[config.mk]
export PLATFORM = sky130hd
export DESIGN_NAME = first_nios1_system_cpu_oci_trace_capture_flat
export DESIGN_NICKNAME = d
export VERILOG_FILES = /design/src/rtl/first_nios1_system_cpu_oci_trace_capture_if.sv /design/src/rtl/first_nios1_system_cpu_oci_trace_capture.sv /design/src/flat_wrapper.sv
export SDC_FILE = /design/constraint.sdc
export NUM_CORES = 1
export LEC_CHECK = 0
export CELL_PAD_IN_SITES_DETAIL_PLACEMENT = 0
export CELL_PAD_IN_SITES_GLOBAL_PLACEMENT = 1
export CORE_AREA = 2 2 298 212
export DETAILED_ROUTE_END_ITERATION = 7
export DIE_AREA = 0 0 300 214
export HOLD_SLACK_MARGIN = 0.03
export PLACE_DENSITY_LB_ADDON = 0.1
export SLEW_MARGIN = 20
export SYNTH_ARGS = -nofsm -noshare
export SYNTH_HDL_FRONTEND = slang
export SYNTH_SLANG_ARGS = --single-unit
[constraint.sdc]
create_clock -name clk -period 3.6 [get_ports clk]
set_input_delay 0.72 -clock clk [delete_from_list [all_inputs] [get_ports clk]]
set_output_delay 0.72 -clock clk [all_outputs]
set_load 0.02 [all_outputs]
[src/rtl/first_nios1_system_cpu_oci_trace_capture_if.sv]
// Trace-capture bus: trace input, drain control, dump handshake and status.
// master = trace source / dump sink, slave = capture buffer.
interface first_nios1_system_cpu_oci_trace_capture_if #(
    parameter int unsigned DATA_W = 30,
    parameter int unsigned AW     = 4
);
    logic              trc_valid;
    logic [DATA_W-1:0] trc_data;
    logic              test_ending;
    logic              dump_valid;
    logic [DATA_W-1:0] dump_data;
    logic              dump_ready;
    logic [AW:0]       dct_count;
    logic              overflow;
    logic              test_has_ended;

    modport master (
        output trc_valid, trc_data, test_ending, dump_ready,
        input  dump_valid, dump_data, dct_count, overflow, test_has_ended
    );

    modport slave (
        input  trc_valid, trc_data, test_ending, dump_ready,
        output dump_valid, dump_data, dct_count, overflow, test_has_ended
    );
endinterface

[src/rtl/first_nios1_system_cpu_oci_trace_capture.sv]
// OCI trace capture buffer: circular store of trace words, drained oldest-first
// over a valid/ready port once test_ending is seen, then flags test_has_ended.
module first_nios1_system_cpu_oci_trace_capture #(
    parameter int unsigned DATA_W    = 30,
    parameter int unsigned DEPTH     = 16,
    parameter int unsigned AW        = $clog2(DEPTH),
    parameter int unsigned OVERWRITE = 0
) (
    input  logic clk,
    input  logic reset_n,
    first_nios1_system_cpu_oci_trace_capture_if.slave bus
);
    localparam int unsigned CW = AW + 1;
    localparam logic [CW-1:0] FULL = CW'(DEPTH);
    localparam logic [CW-1:0] ONE_C = CW'(1);
    localparam logic [AW-1:0] ONE_P = AW'(1);

    typedef enum logic [1:0] {
        ST_CAPTURE,
        ST_DRAIN,
        ST_DONE
    } state_e;

    state_e            state_q, state_d;
    logic [AW-1:0]     wr_ptr_q, wr_ptr_d;
    logic [AW-1:0]     rd_ptr_q, rd_ptr_d;
    logic [CW-1:0]     count_q, count_d;
    logic              overflow_q, overflow_d;
    logic              dump_valid_q, dump_valid_d;
    logic [DATA_W-1:0] dump_data_q, dump_data_d;
    logic              ended_q, ended_d;
    logic              mem_we;
    logic [DATA_W-1:0] mem_q [DEPTH];

    // Next-state, pointer/count update and dump-word prefetch
    always_comb begin
        state_d      = state_q;
        wr_ptr_d     = wr_ptr_q;
        rd_ptr_d     = rd_ptr_q;
        count_d      = count_q;
        overflow_d   = overflow_q;
        dump_valid_d = 1'b0;
        dump_data_d  = dump_data_q;
        ended_d      = ended_q;
        mem_we       = 1'b0;

        unique case (state_q)
            ST_CAPTURE: begin
                if (bus.trc_valid) begin
                    if (count_q != FULL) begin
                        mem_we   = 1'b1;
                        wr_ptr_d = wr_ptr_q + ONE_P;
                        count_d  = count_q + ONE_C;
                    end else begin
                        overflow_d = 1'b1;
                        if (OVERWRITE != 0) begin
                            mem_we   = 1'b1;
                            wr_ptr_d = wr_ptr_q + ONE_P;
                            rd_ptr_d = rd_ptr_q + ONE_P;
                        end
                    end
                end
                if (bus.test_ending) begin
                    state_d = ST_DRAIN;
                end
            end
            ST_DRAIN: begin
                if (count_q == '0) begin
                    state_d = ST_DONE;
                end else if (dump_valid_q && bus.dump_ready) begin
                    rd_ptr_d = rd_ptr_q + ONE_P;
                    count_d  = count_q - ONE_C;
                end
            end
            ST_DONE: begin
                ended_d = 1'b1;
            end
            default: begin
                state_d = ST_CAPTURE;
            end
        endcase

        if (state_d == ST_DONE) begin
            ended_d = 1'b1;
        end

        // Present the head word the same edge it becomes available; a word
        // written this edge at the read slot is forwarded from the input.
        dump_valid_d = (state_d == ST_DRAIN) && (count_d != '0);
        if (dump_valid_d) begin
            if (mem_we && (wr_ptr_q == rd_ptr_d)) begin
                dump_data_d = bus.trc_data;
            end else begin
                dump_data_d = mem_q[rd_ptr_d];
            end
        end
    end

    // Control and output registers
    always_ff @(posedge clk) begin
        if (!reset_n) begin
            state_q      <= ST_CAPTURE;
            wr_ptr_q     <= '0;
            rd_ptr_q     <= '0;
            count_q      <= '0;
            overflow_q   <= 1'b0;
            dump_valid_q <= 1'b0;
            dump_data_q  <= '0;
            ended_q      <= 1'b0;
        end else begin
            state_q      <= state_d;
            wr_ptr_q     <= wr_ptr_d;
            rd_ptr_q     <= rd_ptr_d;
            count_q      <= count_d;
            overflow_q   <= overflow_d;
            dump_valid_q <= dump_valid_d;
            dump_data_q  <= dump_data_d;
            ended_q      <= ended_d;
        end
    end

    // Storage array; contents survive reset
    always_ff @(posedge clk) begin
        if (mem_we) begin
            mem_q[wr_ptr_q] <= bus.trc_data;
        end
    end

    assign bus.dump_valid     = dump_valid_q;
    assign bus.dump_data      = dump_data_q;
    assign bus.dct_count      = count_q;
    assign bus.overflow       = overflow_q;
    assign bus.test_has_ended = ended_q;

endmodule

[src/flat_wrapper.sv]
// flat-port wrapper written by rule: the top's interface ports become plain ports
module first_nios1_system_cpu_oci_trace_capture_flat 
#(
    parameter int unsigned DATA_W    = 30,
    parameter int unsigned DEPTH     = 16,
    parameter int unsigned AW        = $clog2(DEPTH),
    parameter int unsigned OVERWRITE = 0
)
  (clk, reset_n, bus_trc_valid, bus_trc_data, bus_test_ending, bus_dump_ready, bus_dump_valid, bus_dump_data, bus_dct_count, bus_overflow, bus_test_has_ended);
  first_nios1_system_cpu_oci_trace_capture_if #(.DATA_W(DATA_W), .AW(AW)) bus_i ();
  input  logic clk;
  input  logic reset_n;
  input wire logic [$bits(bus_i.trc_valid)-1:0] bus_trc_valid;
  input wire logic [$bits(bus_i.trc_data)-1:0] bus_trc_data;
  input wire logic [$bits(bus_i.test_ending)-1:0] bus_test_ending;
  input wire logic [$bits(bus_i.dump_ready)-1:0] bus_dump_ready;
  output wire logic [$bits(bus_i.dump_valid)-1:0] bus_dump_valid;
  output wire logic [$bits(bus_i.dump_data)-1:0] bus_dump_data;
  output wire logic [$bits(bus_i.dct_count)-1:0] bus_dct_count;
  output wire logic [$bits(bus_i.overflow)-1:0] bus_overflow;
  output wire logic [$bits(bus_i.test_has_ended)-1:0] bus_test_has_ended;
  assign bus_i.trc_valid = bus_trc_valid;
  assign bus_i.trc_data = bus_trc_data;
  assign bus_i.test_ending = bus_test_ending;
  assign bus_i.dump_ready = bus_dump_ready;
  assign bus_dump_valid = bus_i.dump_valid;
  assign bus_dump_data = bus_i.dump_data;
  assign bus_dct_count = bus_i.dct_count;
  assign bus_overflow = bus_i.overflow;
  assign bus_test_has_ended = bus_i.test_has_ended;
  first_nios1_system_cpu_oci_trace_capture #(.DATA_W(DATA_W), .DEPTH(DEPTH), .AW(AW), .OVERWRITE(OVERWRITE)) u_core (.clk(clk), .reset_n(reset_n), .bus(bus_i));
endmodule
==> results.cfg <==
[run_status]
status = completed

[placed_design]
port_buffers = 72
post-dp-hpwl_um = 39930
place.gp.congestion = 0.7526

[timing]
rsz0062_at_grt = false
fmax_mhz = 308.8
skew_ns = 0.01556
slew_viol_final = 0
relSlewSlack_pct = 30.57
setup_viol = 0
hold_violations = 0
fin_setup_tns_ns = 0
fin_crit_sh_pct = 89.95
worstMarginPinSlew_ns = 1.040
layout_min_cycle_time_ns = 3.238

[cts]
cts_max_path_buffers = 3
cts_hold_buffers = 0
cts_setup_buffers = 0
cts.sinks = 528
path_clk_slew_ns = 0.06
cts_buffers = 54
clock_latency_ns = 0.61
cts_tree = yes
cts_resized = 0
cts-htree-levels = 2
cts-root-buf = clkbuf_16

[setup_path]
r2r-start = u_core.bus.dct_count[1]
rrSetupSlack_ns = 0.36
cp-start-kind = register
critPathLaunch = u_core.bus.dct_count[1]
endpoint = u_core.bus.dump_data[12]
endpoint_kind = register
worst_ep_arrival_time_ns = 3.72
r2r_end = u_core.bus.dump_data[12]
reg2reg_depth = 8
required_ns = 4.08
cp_max_fo = 19
crit_type = reg -> reg

[yosys]
synth_top_area_share_pct = 59.18
synth-xor-area-share_pct = 0.5394
synthArstFlopShare_pct = 0
synthCells = 1625
yosys_register_bits = 528
syn-num-nets = 1667
synth_top_area_cell = edfxtp_1
synth_compound_area_share_pct = 13.78
synth_flop_cell = edfxtp_1
yosys_warnings = 0
ys_top_cells_by_area = edfxtp_1 59%, mux4_2 7.8%, mux2i_1 7.2%
synthAdderAreaFrac_pct = 0.3596
synth_edf_count = 480
synth_mux_area_share_pct = 15.06
synth_top_family_by_area = multiplexers
syn_area_per_cell_um2 = 14.99
synth_cell_type_count = 66
yosysSeqAreaShare_pct = 63.13
yosys.area_share.simple_pct = 4.033
netlist_area_um2 = 24360

[floorplan]
io_pins = 73
die_h_um = 214
rows = 76
core_area_um2 = 61050
fp.dieW_um = 300
design.die.area_um2 = 64200
start_util_pct = 39.90

[layout]
nets = 1725
area_growth_pct = 16.89
final_common_cell = edfxtp_1
drive_above_1_share_pct = 16.79
mostFrequentLayoutCells = 480 x edfxtp_1, 174 x mux2i_1, 108 x o221ai_1
utilization_pct = 46.63

[power_and_ir_drop]
power_mw = 13.87
power_density_nw_per_um2 = 487.2
leakage_nw = 8.769
ir_worst_vdd_mv = 0.2769

[hold_path]
hp-class = reg -> reg
worstHoldStart = u_core.bus.test_has_ended

[routing]
vias = 15464
via_per_inst = 6.071
drt_iter0_markers = 1213
drt-total-wl_um = 69110
drc = 0
dr.pass1.iters = 5
wl_per_cell_um = 27.13
final_antenna_net_count = 0

[run]
max_cap_viol_count = 0

[grt]
first_global_vias = 15256
grt_max_degree = 202
grt-ovfl-total = 0
antenna_found_initial = 3
grt_first_pass_wirelength_um = 102600
track_usage_pct = 21.48
## synth_stat cells, types with 7 or more instances
master and count:
a31oi_1 20, buf_2 52, mux2i_1 174, o21ai_1 11, a21o_1 15, buf_6 11, nand3_1 43, a21oi_1 33
a311o_1 18, nand2_1 63, clkbuf_1 75, ha_1 7, o22ai_1 98, o221ai_1 108, xnor2_1 7, nor2b_1 12
nor2_1 20, a221o_1 12, o211a_1 14, o21ai_0 98, nand2b_1 16, a22o_1 17, dfxtp_1 48, mux4_2 84
edfxtp_1 480, a32o_1 12
## worst max-delay path, stage by stage, from the launching register on
cell and delay, ns:
dfxtp_1 0.39, inv_1 0.09, ha_1 0.27, or4b_4 0.60, nand3_1 0.24, xor2_4 0.83
a221o_1 0.30, o221ai_1 0.12, a32o_1 0.27
## area by class of cell
type                       count  area, µm²
clock buffer                  64       1399
antenna                        1      2.502
tap                          819       1025
multi-input combinational    941       8447
fill                        5315      32580
sequential                   528      15380
timing repair buffer         152       1772
clock inverter                36      420.4
inverter                       6      22.52
## flip-flops by register name, summed over array words and instances, names as in the netlist
register                   count
u_core.bus.test_has_ended      1
u_core.mem_q                 480
u_core.bus.dump_valid          1
u_core.wr_ptr_q                4
u_core.state_q                 2
u_core.bus.overflow            1
u_core.bus.dct_count           5
u_core.bus.dump_data          30
u_core.rd_ptr_q                4
## per-layer routing
metal / GRT usage [%] / part of all wire (%) / vias up
met5: 0 / 0.019 / -
met4: 4.417 / 1.6 / 2
met3: 3.175 / 5.5 / 68
met2: 31.64 / 43 / 434
met1: 33.56 / 49 / 8080
li1: - / - / 6880
## through the flow
stage	area (µm²)	hold slack [ns]	instances	setup slack, ns
floorplan	24380	0.5010	1625	0.4058
global placement	26650	0.4436	2446	0.1960
detailed placement	26650	0.4432	2446	0.1291
CTS	28470	0.4588	2546	0.4198
global route	28470	0.4758	2546	0.2551
finish	28470	0.4544	2547	0.3618
## worst min path at each step
stage / end / slack [ns] / cells after the start
2_1_floorplan: u_core.wr_ptr_q[1] / 0.50 / 2
3_3_place_gp: u_core.bus.test_has_ended / 0.44 / 1
3_5_place_dp: u_core.bus.test_has_ended / 0.44 / 1
4_1_cts: u_core.bus.test_has_ended / 0.46 / 1
5_1_grt: u_core.bus.test_has_ended / 0.48 / 1
6_report: u_core.bus.test_has_ended / 0.45 / 1
## report_power, final
part / internal (mW) / switching, mW
registers: 6.85 / 0.122
clock network: 3.42 / 2.40
logic: 0.438 / 0.645
## cell families (layout without fill, tap and decap cells)
| kind of cell | after synthesis | in the layout |
|---|---|---|
| DFF | 528 | 528 |
| adders and majority gates | 7 | 7 |
| and+or+nand+nor | 189 | 189 |
| muxes | 261 | 261 |
| other | 0 | 1 |
| AOI/OAI and AO/OA | 472 | 472 |
| buffers and inverters | 156 | 258 |
| xor gates and xnor gates | 12 | 12 |
No activity file was read; power rests on OpenSTA's default activity.
